**src/rtl/core_config_pkg.sv**
```systemverilog
// Shared opcode, state and sizing definitions for the load/store pipe.
package core_config_pkg;

  localparam int REG_ADDR_W = 5;

  typedef enum logic [4:0] {
    c_ADD, c_SUB, c_AND, c_OR,
    c_LB, c_LBU, c_LH, c_LHU, c_LW,
    c_SB, c_SH, c_SW,
    c_LWU, c_LD, c_SD
  } alu_commands_t;

  typedef enum logic [1:0] {S_IDLE, S_REQ, S_WAIT, S_OUT} lsu_state_t;

  // Doubleword opcodes only exist on a 64-bit datapath.
  function automatic logic is_mem_op(alu_commands_t c, int xlen);
    logic ok;
    ok = 1'b0;
    case (c)
      c_LB, c_LBU, c_LH, c_LHU, c_LW, c_SB, c_SH, c_SW: ok = 1'b1;
      c_LWU, c_LD, c_SD: ok = (xlen == 64);
      default: ok = 1'b0;
    endcase
    return ok;
  endfunction

  function automatic logic is_store(alu_commands_t c);
    return (c == c_SB) || (c == c_SH) || (c == c_SW) || (c == c_SD);
  endfunction

  function automatic logic op_signed(alu_commands_t c);
    return (c == c_LB) || (c == c_LH) || (c == c_LW);
  endfunction

  function automatic logic [3:0] op_bytes(alu_commands_t c);
    logic [3:0] n;
    n = 4'd0;
    case (c)
      c_LB, c_LBU, c_SB: n = 4'd1;
      c_LH, c_LHU, c_SH: n = 4'd2;
      c_LW, c_LWU, c_SW: n = 4'd4;
      c_LD, c_SD:        n = 4'd8;
      default:           n = 4'd0;
    endcase
    return n;
  endfunction

endpackage

```
**src/rtl/sync_fifo.sv**
```systemverilog
// Single-clock FIFO with wrap-bit pointers; rdata shows the head entry.
module sync_fifo #(
  parameter int WIDTH = 8,
  parameter int DEPTH = 4
) (
  input  logic             clk,
  input  logic             rst,
  input  logic             push,
  input  logic             pop,
  input  logic [WIDTH-1:0] wdata,
  output logic [WIDTH-1:0] rdata,
  output logic             full,
  output logic             empty
);
  localparam int AW = $clog2(DEPTH);

  logic [WIDTH-1:0] mem_q [DEPTH];
  logic [AW:0]      wptr_q, rptr_q;

  assign empty = (wptr_q == rptr_q);
  assign full  = (wptr_q[AW] != rptr_q[AW]) && (wptr_q[AW-1:0] == rptr_q[AW-1:0]);
  assign rdata = mem_q[rptr_q[AW-1:0]];

  always_ff @(posedge clk) begin
    if (rst) begin
      wptr_q <= '0;
      rptr_q <= '0;
    end else begin
      if (push && !full) wptr_q <= wptr_q + 1'b1;
      if (pop && !empty) rptr_q <= rptr_q + 1'b1;
    end
  end

  always_ff @(posedge clk) begin
    if (push && !full) mem_q[wptr_q[AW-1:0]] <= wdata;
  end

endmodule

```
**src/rtl/lsu_pipe.sv**
```systemverilog
// Load/store unit: command queue feeding a one-outstanding-transaction
// memory FSM with alignment checks, lane steering and a response timeout.
module lsu_pipe
  import core_config_pkg::*;
#(
  parameter int XLEN    = 32,
  parameter int DEPTH   = 4,
  parameter int TIMEOUT = 64
) (
  input  logic                  clk,
  input  logic                  rst,
  input  logic                  in_valid,
  output logic                  in_ready,
  input  logic [XLEN-1:0]       arg0,
  input  logic [XLEN-1:0]       arg1,
  input  logic [XLEN-1:0]       imm,
  input  alu_commands_t         cmd,
  input  logic [REG_ADDR_W-1:0] i_rd,
  output logic                  i_error,
  output logic [XLEN-1:0]       res,
  output logic [REG_ADDR_W-1:0] o_rd,
  output logic                  valid,
  output logic                  o_error,
  input  logic                  clear,
  output logic [XLEN-1:0]       mem_addr,
  output logic [XLEN/8-1:0]     mem_byteen,
  output logic                  mem_we,
  output logic                  mem_req,
  output logic [XLEN-1:0]       mem_wdata,
  input  logic                  mem_gnt,
  input  logic                  mem_rvalid,
  input  logic                  mem_err,
  input  logic [XLEN-1:0]       mem_rdata,
  output lsu_state_t            dbg_state
);
  localparam int NB    = XLEN / 8;
  localparam int LB_W  = $clog2(NB);
  localparam int IDX_W = $clog2(XLEN);
  localparam int CNT_W = $clog2(TIMEOUT + 1);

  typedef struct packed {
    alu_commands_t         cmd;
    logic [REG_ADDR_W-1:0] rd;
    logic [XLEN-1:0]       addr;
    logic [XLEN-1:0]       data;
  } entry_t;

  // Handshakes: a command transfers on a rising edge where in_valid & in_ready
  // & !i_error; memory requests hold until a cycle with mem_req & mem_gnt;
  // a result stays presented (valid) until the edge that samples clear high.
  entry_t push_ent, head;
  logic   full, empty, push, pop, misaligned;
  logic [3:0] head_bytes;
  logic [2:0] head_mask;

  assign i_error  = in_valid && !is_mem_op(cmd, XLEN);
  assign in_ready = !full;
  assign push     = in_valid && in_ready && !i_error;
  assign push_ent = '{cmd: cmd, rd: i_rd, addr: arg0 + imm, data: arg1};

  sync_fifo #(.WIDTH($bits(entry_t)), .DEPTH(DEPTH)) u_queue (
    .clk(clk), .rst(rst), .push(push), .pop(pop),
    .wdata(push_ent), .rdata(head), .full(full), .empty(empty)
  );

  lsu_state_t            state_q, state_d;
  alu_commands_t         cmd_q, cmd_d;
  logic [REG_ADDR_W-1:0] rd_q, rd_d;
  logic [XLEN-1:0]       addr_q, addr_d, wdata_q, wdata_d, rdata_q, rdata_d;
  logic                  err_q, err_d;
  logic [CNT_W-1:0]      cnt_q, cnt_d;

  assign pop        = (state_q == S_IDLE) && !empty;
  assign head_bytes = op_bytes(head.cmd);
  assign head_mask  = 3'(head_bytes - 4'd1);
  assign misaligned = |(head.addr[2:0] & head_mask);

  always_comb begin
    state_d = state_q;
    cmd_d   = cmd_q;
    rd_d    = rd_q;
    addr_d  = addr_q;
    wdata_d = wdata_q;
    rdata_d = rdata_q;
    err_d   = err_q;
    cnt_d   = cnt_q;
    case (state_q)
      S_IDLE: if (!empty) begin
        cmd_d   = head.cmd;
        rd_d    = head.rd;
        addr_d  = head.addr;
        wdata_d = head.data;
        rdata_d = '0;
        err_d   = misaligned;
        state_d = misaligned ? S_OUT : S_REQ;
      end
      S_REQ: if (mem_gnt) begin
        cnt_d   = '0;
        state_d = S_WAIT;
      end
      S_WAIT: begin
        if (mem_rvalid) begin
          rdata_d = mem_rdata;
          err_d   = mem_err;
          state_d = S_OUT;
        end else if (cnt_q == CNT_W'(TIMEOUT - 1)) begin
          err_d   = 1'b1;
          state_d = S_OUT;
        end else begin
          cnt_d = cnt_q + 1'b1;
        end
      end
      S_OUT: if (clear) state_d = S_IDLE;
      default: state_d = S_IDLE;
    endcase
  end

  always_ff @(posedge clk) begin
    if (rst) begin
      state_q <= S_IDLE;
      cmd_q   <= alu_commands_t'('0);
      rd_q    <= '0;
      addr_q  <= '0;
      wdata_q <= '0;
      rdata_q <= '0;
      err_q   <= 1'b0;
      cnt_q   <= '0;
    end else begin
      state_q <= state_d;
      cmd_q   <= cmd_d;
      rd_q    <= rd_d;
      addr_q  <= addr_d;
      wdata_q <= wdata_d;
      rdata_q <= rdata_d;
      err_q   <= err_d;
      cnt_q   <= cnt_d;
    end
  end

  logic [LB_W-1:0] lane;
  logic [3:0]      nb;
  logic [NB-1:0]   size_mask;
  logic [XLEN-1:0] repl, shifted, low_mask, load_val;
  logic [6:0]      msb_idx;
  logic            sgn, in_req, in_out;

  assign lane      = addr_q[LB_W-1:0];
  assign nb        = op_bytes(cmd_q);
  assign size_mask = NB'((16'd1 << nb) - 16'd1);
  assign in_req    = (state_q == S_REQ);
  assign in_out    = (state_q == S_OUT);

  always_comb begin
    case (nb)
      4'd1:    repl = {NB{wdata_q[7:0]}};
      4'd2:    repl = {(NB/2){wdata_q[15:0]}};
      4'd4:    repl = {(NB/4){wdata_q[31:0]}};
      default: repl = wdata_q;
    endcase
  end

  // Right-justify the addressed lanes, then extend from the access width.
  assign shifted  = rdata_q >> {lane, 3'b000};
  assign low_mask = (nb >= 4'(NB)) ? '1 : ((XLEN'(1) << {nb, 3'b000}) - XLEN'(1));
  assign msb_idx  = {nb, 3'b000} - 7'd1;
  assign sgn      = op_signed(cmd_q) && shifted[msb_idx[IDX_W-1:0]];
  assign load_val = (shifted & low_mask) | ({XLEN{sgn}} & ~low_mask);

  assign mem_req    = in_req;
  assign mem_we     = in_req && is_store(cmd_q);
  assign mem_addr   = in_req ? {addr_q[XLEN-1:LB_W], LB_W'(0)} : '0;
  assign mem_byteen = in_req ? (size_mask << lane) : '0;
  assign mem_wdata  = in_req ? repl : '0;

  assign valid     = in_out;
  assign o_error   = in_out && err_q;
  assign o_rd      = in_out ? rd_q : '0;
  assign res       = (in_out && !err_q && !is_store(cmd_q)) ? load_val : '0;
  assign dbg_state = state_q;

endmodule

```
**config.mk**
```make
export PLATFORM = sky130hd
export DESIGN_NAME = lsu_pipe
export DESIGN_NICKNAME = d
export VERILOG_FILES = /design/src/rtl/core_config_pkg.sv /design/src/rtl/sync_fifo.sv /design/src/rtl/lsu_pipe.sv
export SDC_FILE = /design/constraint.sdc
export NUM_CORES = 1
export LEC_CHECK = 0
export ABC_AREA = 1
export BUFFER_PORTS_ARGS = -buffer_cell sky130_fd_sc_hd__buf_2
export CAP_MARGIN = 20
export CORE_MARGIN = 8
export CORE_UTILIZATION = 48
export DETAILED_ROUTE_END_ITERATION = 12
export PLACE_DENSITY = 0.76
export SLEW_MARGIN = 40
export SYNTH_ARGS = -nofsm -noshare
export SYNTH_HDL_FRONTEND = slang
export SYNTH_SLANG_ARGS = --single-unit
```
**constraint.sdc**
```tcl
create_clock -name clk -period 7.3 [get_ports clk]
set_clock_uncertainty 0.15 [all_clocks]
set_input_delay 0 -clock clk [delete_from_list [all_inputs] [get_ports clk]]
set_output_delay 0 -clock clk [all_outputs]
set_load 0.03 [all_outputs]
```
==> summary.md <==
| Metric | Value |
|---|---|
| Status | finished, final reports clean |
| Grt ovf | 0 |
| Fin crit share | roughly half |
| Flops & latches, synth | 424 |
| VDD IR max | 0.174 mV |
| GRT Util Overall | 21.9% |
| Crit-path slowest cell | dfxtp_4 |
| Slowest stage delay, CP | 0.77 ns |
| Initial Utilization | 48.4% |
| Hold Slack | 0.0199 ns |
| Ys Warns | 0 |
| Multi-input logic area | 0.00711 mm² |
| Design area | 0.0244 mm² |
| Worst min path class | in2reg |
| First-pass GRT wire length | 84.6 mm |
| Clk Latency, worst-skew pair | 0.55 ns |
| Nets | about 2700 |
| Final Hold Viols | 0 |
| Netlist cell types | 54 |
| Share of cells above drive strength 1 | 15.7% |
| Tightest Pin Transition | 0.837 ns |
| DIE HEIGHT | approximately 220 µm |
| Full die area | 0.0478 mm² |
| Post-synthesis sequential area ratio | 58.1% |
| Clock transition at path regs | about 0.06 ns |
| Max-cap violations | 0 |
| Cts repair resizes | 0 |
| CORE AREA | about 0.041 mm² |
| Worst slew margin | 44.2% |
| CTS Sinks | 424 |
| CP startpoint kind | flip-flop |
| Post-synthesis instance area | 0.0197 mm² |
| Clk pwr share | a little over a quarter |
| Initial antenna violation count | 1 |
| Post-synth EDFFs | 296 |
| Post-CTS Setup Bufs | 0 |
| Pwr Density | 327 mW/mm² |
| CTS Root Cell | clkbuf_16 |
| Syn avg cell area | about 9.4 µm² |
| WL/cell | 18.0 µm |
| Final HPWL DP | about 35 mm |
| FILL cells | 3322 |
| Total number of H-tree levels | 2 |
| Switching Fraction | 37.7% |
| Final wirelength | 54.6 mm |
| Seq pwr share | 39.4% |
| Top Ports | 258 |
| Placement Cell Area | 0.0213 mm² |
| 1st-iter DRT viols | about 1700 |
| Slew Limit Fails | 0 |
| Final min period | 3.77 ns |
| Most frequent cells in the layout | 377 x nor2_1, 296 x edfxtp_1, 267 x o21ai_0, 262 x nand2_1, 255 x buf_2 |
| Endpoints failing setup | 0 |
| Drt first pass iters | 5 |
| Commonest non-fill, non-tap cell in the layout | nor2_1 |
| Kind of critical path | reg2reg |
| Vias per inst | 5.39 |
| Worst setup EP type | flip-flop |
| Gate power share | around a third |
| Mapped Cells | approximately 2100 |
| Asr flop ratio synth | 0% |
| CP required | 7.58 ns |
| Area growth, synth to finish | 23.9% |
| Crit Path Max Fanout | 106 |
| Register Area | between 0.01 and 0.015 mm² |
| Sum of negative setup slack | 0 ns |
| Dpl ws | approximately 3.6 ns |
| Psw | 0.00301 W |
| Leakage | 10.0 nW |
| Crit-path cells | clkinv_2 -> buf_6 -> nand2_1 -> a32oi_1 -> inv_1 -> ha_1 -> nand2_1 -> nand2_1 -> o2111ai_1 -> ha_1 -> nor2_1 -> a21oi_1 -> nand3_1 -> nand2_1 -> a21oi_1 |
| CTS tree | done |
| CTS max path bufs | 3 |
| Arrival @ worst endpoint | 4.04 ns |
| Buf/Inv on CP | 3 |
| Int Power | 0.00499 W |
| Residual DRC | 0 |
| Cts bufs inserted | 42 |
| Worst setup margin | 3.53 ns |
| Most used cell, CP | nand2_1 |
| Synth Flop Type | edfxtp_1 |
| Antenna cells | 0 |
| RSZ-0062 raised after global routing | no |
| GP Congestion | between 0.9 and 1 |
| Top Family by Delay on Critical Path | buffers and inverters |
| Row Count | 74 |
| Highest clock rate | approximately 0.27 GHz |
| Chip Width | 219 µm |
| Vias in the first global route | 16100 |
| # port buffers | between 200 and 300 |
| Hold_buf cts | 172 |
| HP Start | imm[22] |
| Antenna viol nets, final | 0 |
| Via count | 16300 |
| Largest net degree at the start of global routing | 107 |
-- metrics by stage --
stage                     utilization, %  std cells  total power [W]
after floorplan                        -       2095          0.00503
after global placement              52.2       2785          0.00564
after detailed placement            52.3       2785          0.00571
after CTS                           60.0       3035          0.00800
after global routing                60.0       3035          0.00841
final                               60.0       3035          0.00800
-- routing by layer --
metal,up-vias,global-route usage [%],wire length [µm]
li1,7917,-,-
met1,7695,27.2,22000
met2,644,38.5,27400
met3,88,3.54,3860
met4,2,7.18,1430
met5,-,0,10
-- cell usage after synthesis (all sizes together), types with 7 or more instances --
master | n | area [µm²]
nand2 | 269 | 1030
o21ai | 279 | 1430
buf | 59 | 340
nand3 | 89 | 500
a21oi | 130 | 654
inv | 174 | 656
xnor2 | 11 | 96.3
xor2 | 21 | 184
edfxtp | 296 | 8890
nor3 | 7 | 51.3
dfxtp | 128 | 2560
nor2 | 387 | 1490
a31oi | 69 | 432
ha | 52 | 651
clkbuf | 53 | 199
-- worst register-to-register path, cell delays in order (launching register included) --
cell and delay (ns):
dfxtp_4 0.77, clkinv_2 0.69, buf_6 0.49, nand2_1 0.19
a32oi_1 0.13, inv_1 0.15, ha_1 0.16, nand2_1 0.05
nand2_1 0.06, o2111ai_1 0.10, ha_1 0.29, nor2_1 0.04
a21oi_1 0.16, nand3_1 0.09, nand2_1 0.07, a21oi_1 0.06
-- worst paths after layout --
check | endpoint | slack, ns | cells after the start
worst min register to register | addr_q[2]$_SDFFE_PP0N_ | 0.33 | 2
worst max register to register | err_q$_SDFFE_PP0P_ | 3.53 | 15
worst max-delay path | err_q$_SDFFE_PP0P_ | 3.53 | 15
worst min-delay path | u_queue.mem_q[2][54]$_DFFE_PP_ | 0.02 | 4
-- kinds of logic after synthesis --
family / Yosys count / synth area share, %
compound gates: 526 / 14.7
xor+xnor: 32 / 1.42
fa+ha+maj: 53 / 3.40
buf+inv: 286 / 6.06
flops: 424 / 58.1
mux: 5 / 0.254
other cells: 1 / 0.0190
simple gates: 767 / 16.1
-- flip-flops by register name, indices dropped and copies added, names as in the netlist, named ones only --
register        cells
addr_q             32
cmd_q               5
cnt_q               7
dbg_state           2
err_q               1
rd_q                5
rdata_q            32
u_queue.mem_q     296
u_queue.rptr_q      3
u_queue.wptr_q      3
wdata_q            32
-- power by group through the flow --
stage | Sequential (W) | Combinational, W | Clock [W]
4_1_cts | 0.00315 | 0.00264 | 0.00221
2_1_floorplan | 0.00308 | 0.00195 | 0
3_3_place_gp | 0.00318 | 0.00246 | 0
3_5_place_dp | 0.00319 | 0.00252 | 0
6_report | 0.00316 | 0.00267 | 0.00218
5_1_grt | 0.00318 | 0.00294 | 0.00229
-- final cells by class --
cell class,instances,share of cell area [%]
Clock inverter,21,0.968
Sequential cell,424,46.9
Multi-Input combinational cell,1385,29.1
Inverter,174,2.70
Timing Repair Buffer,442,12.9
Clock buffer,57,4.78
Tap cell,532,2.72
Note: power is estimated with default switching activity, not from simulation.
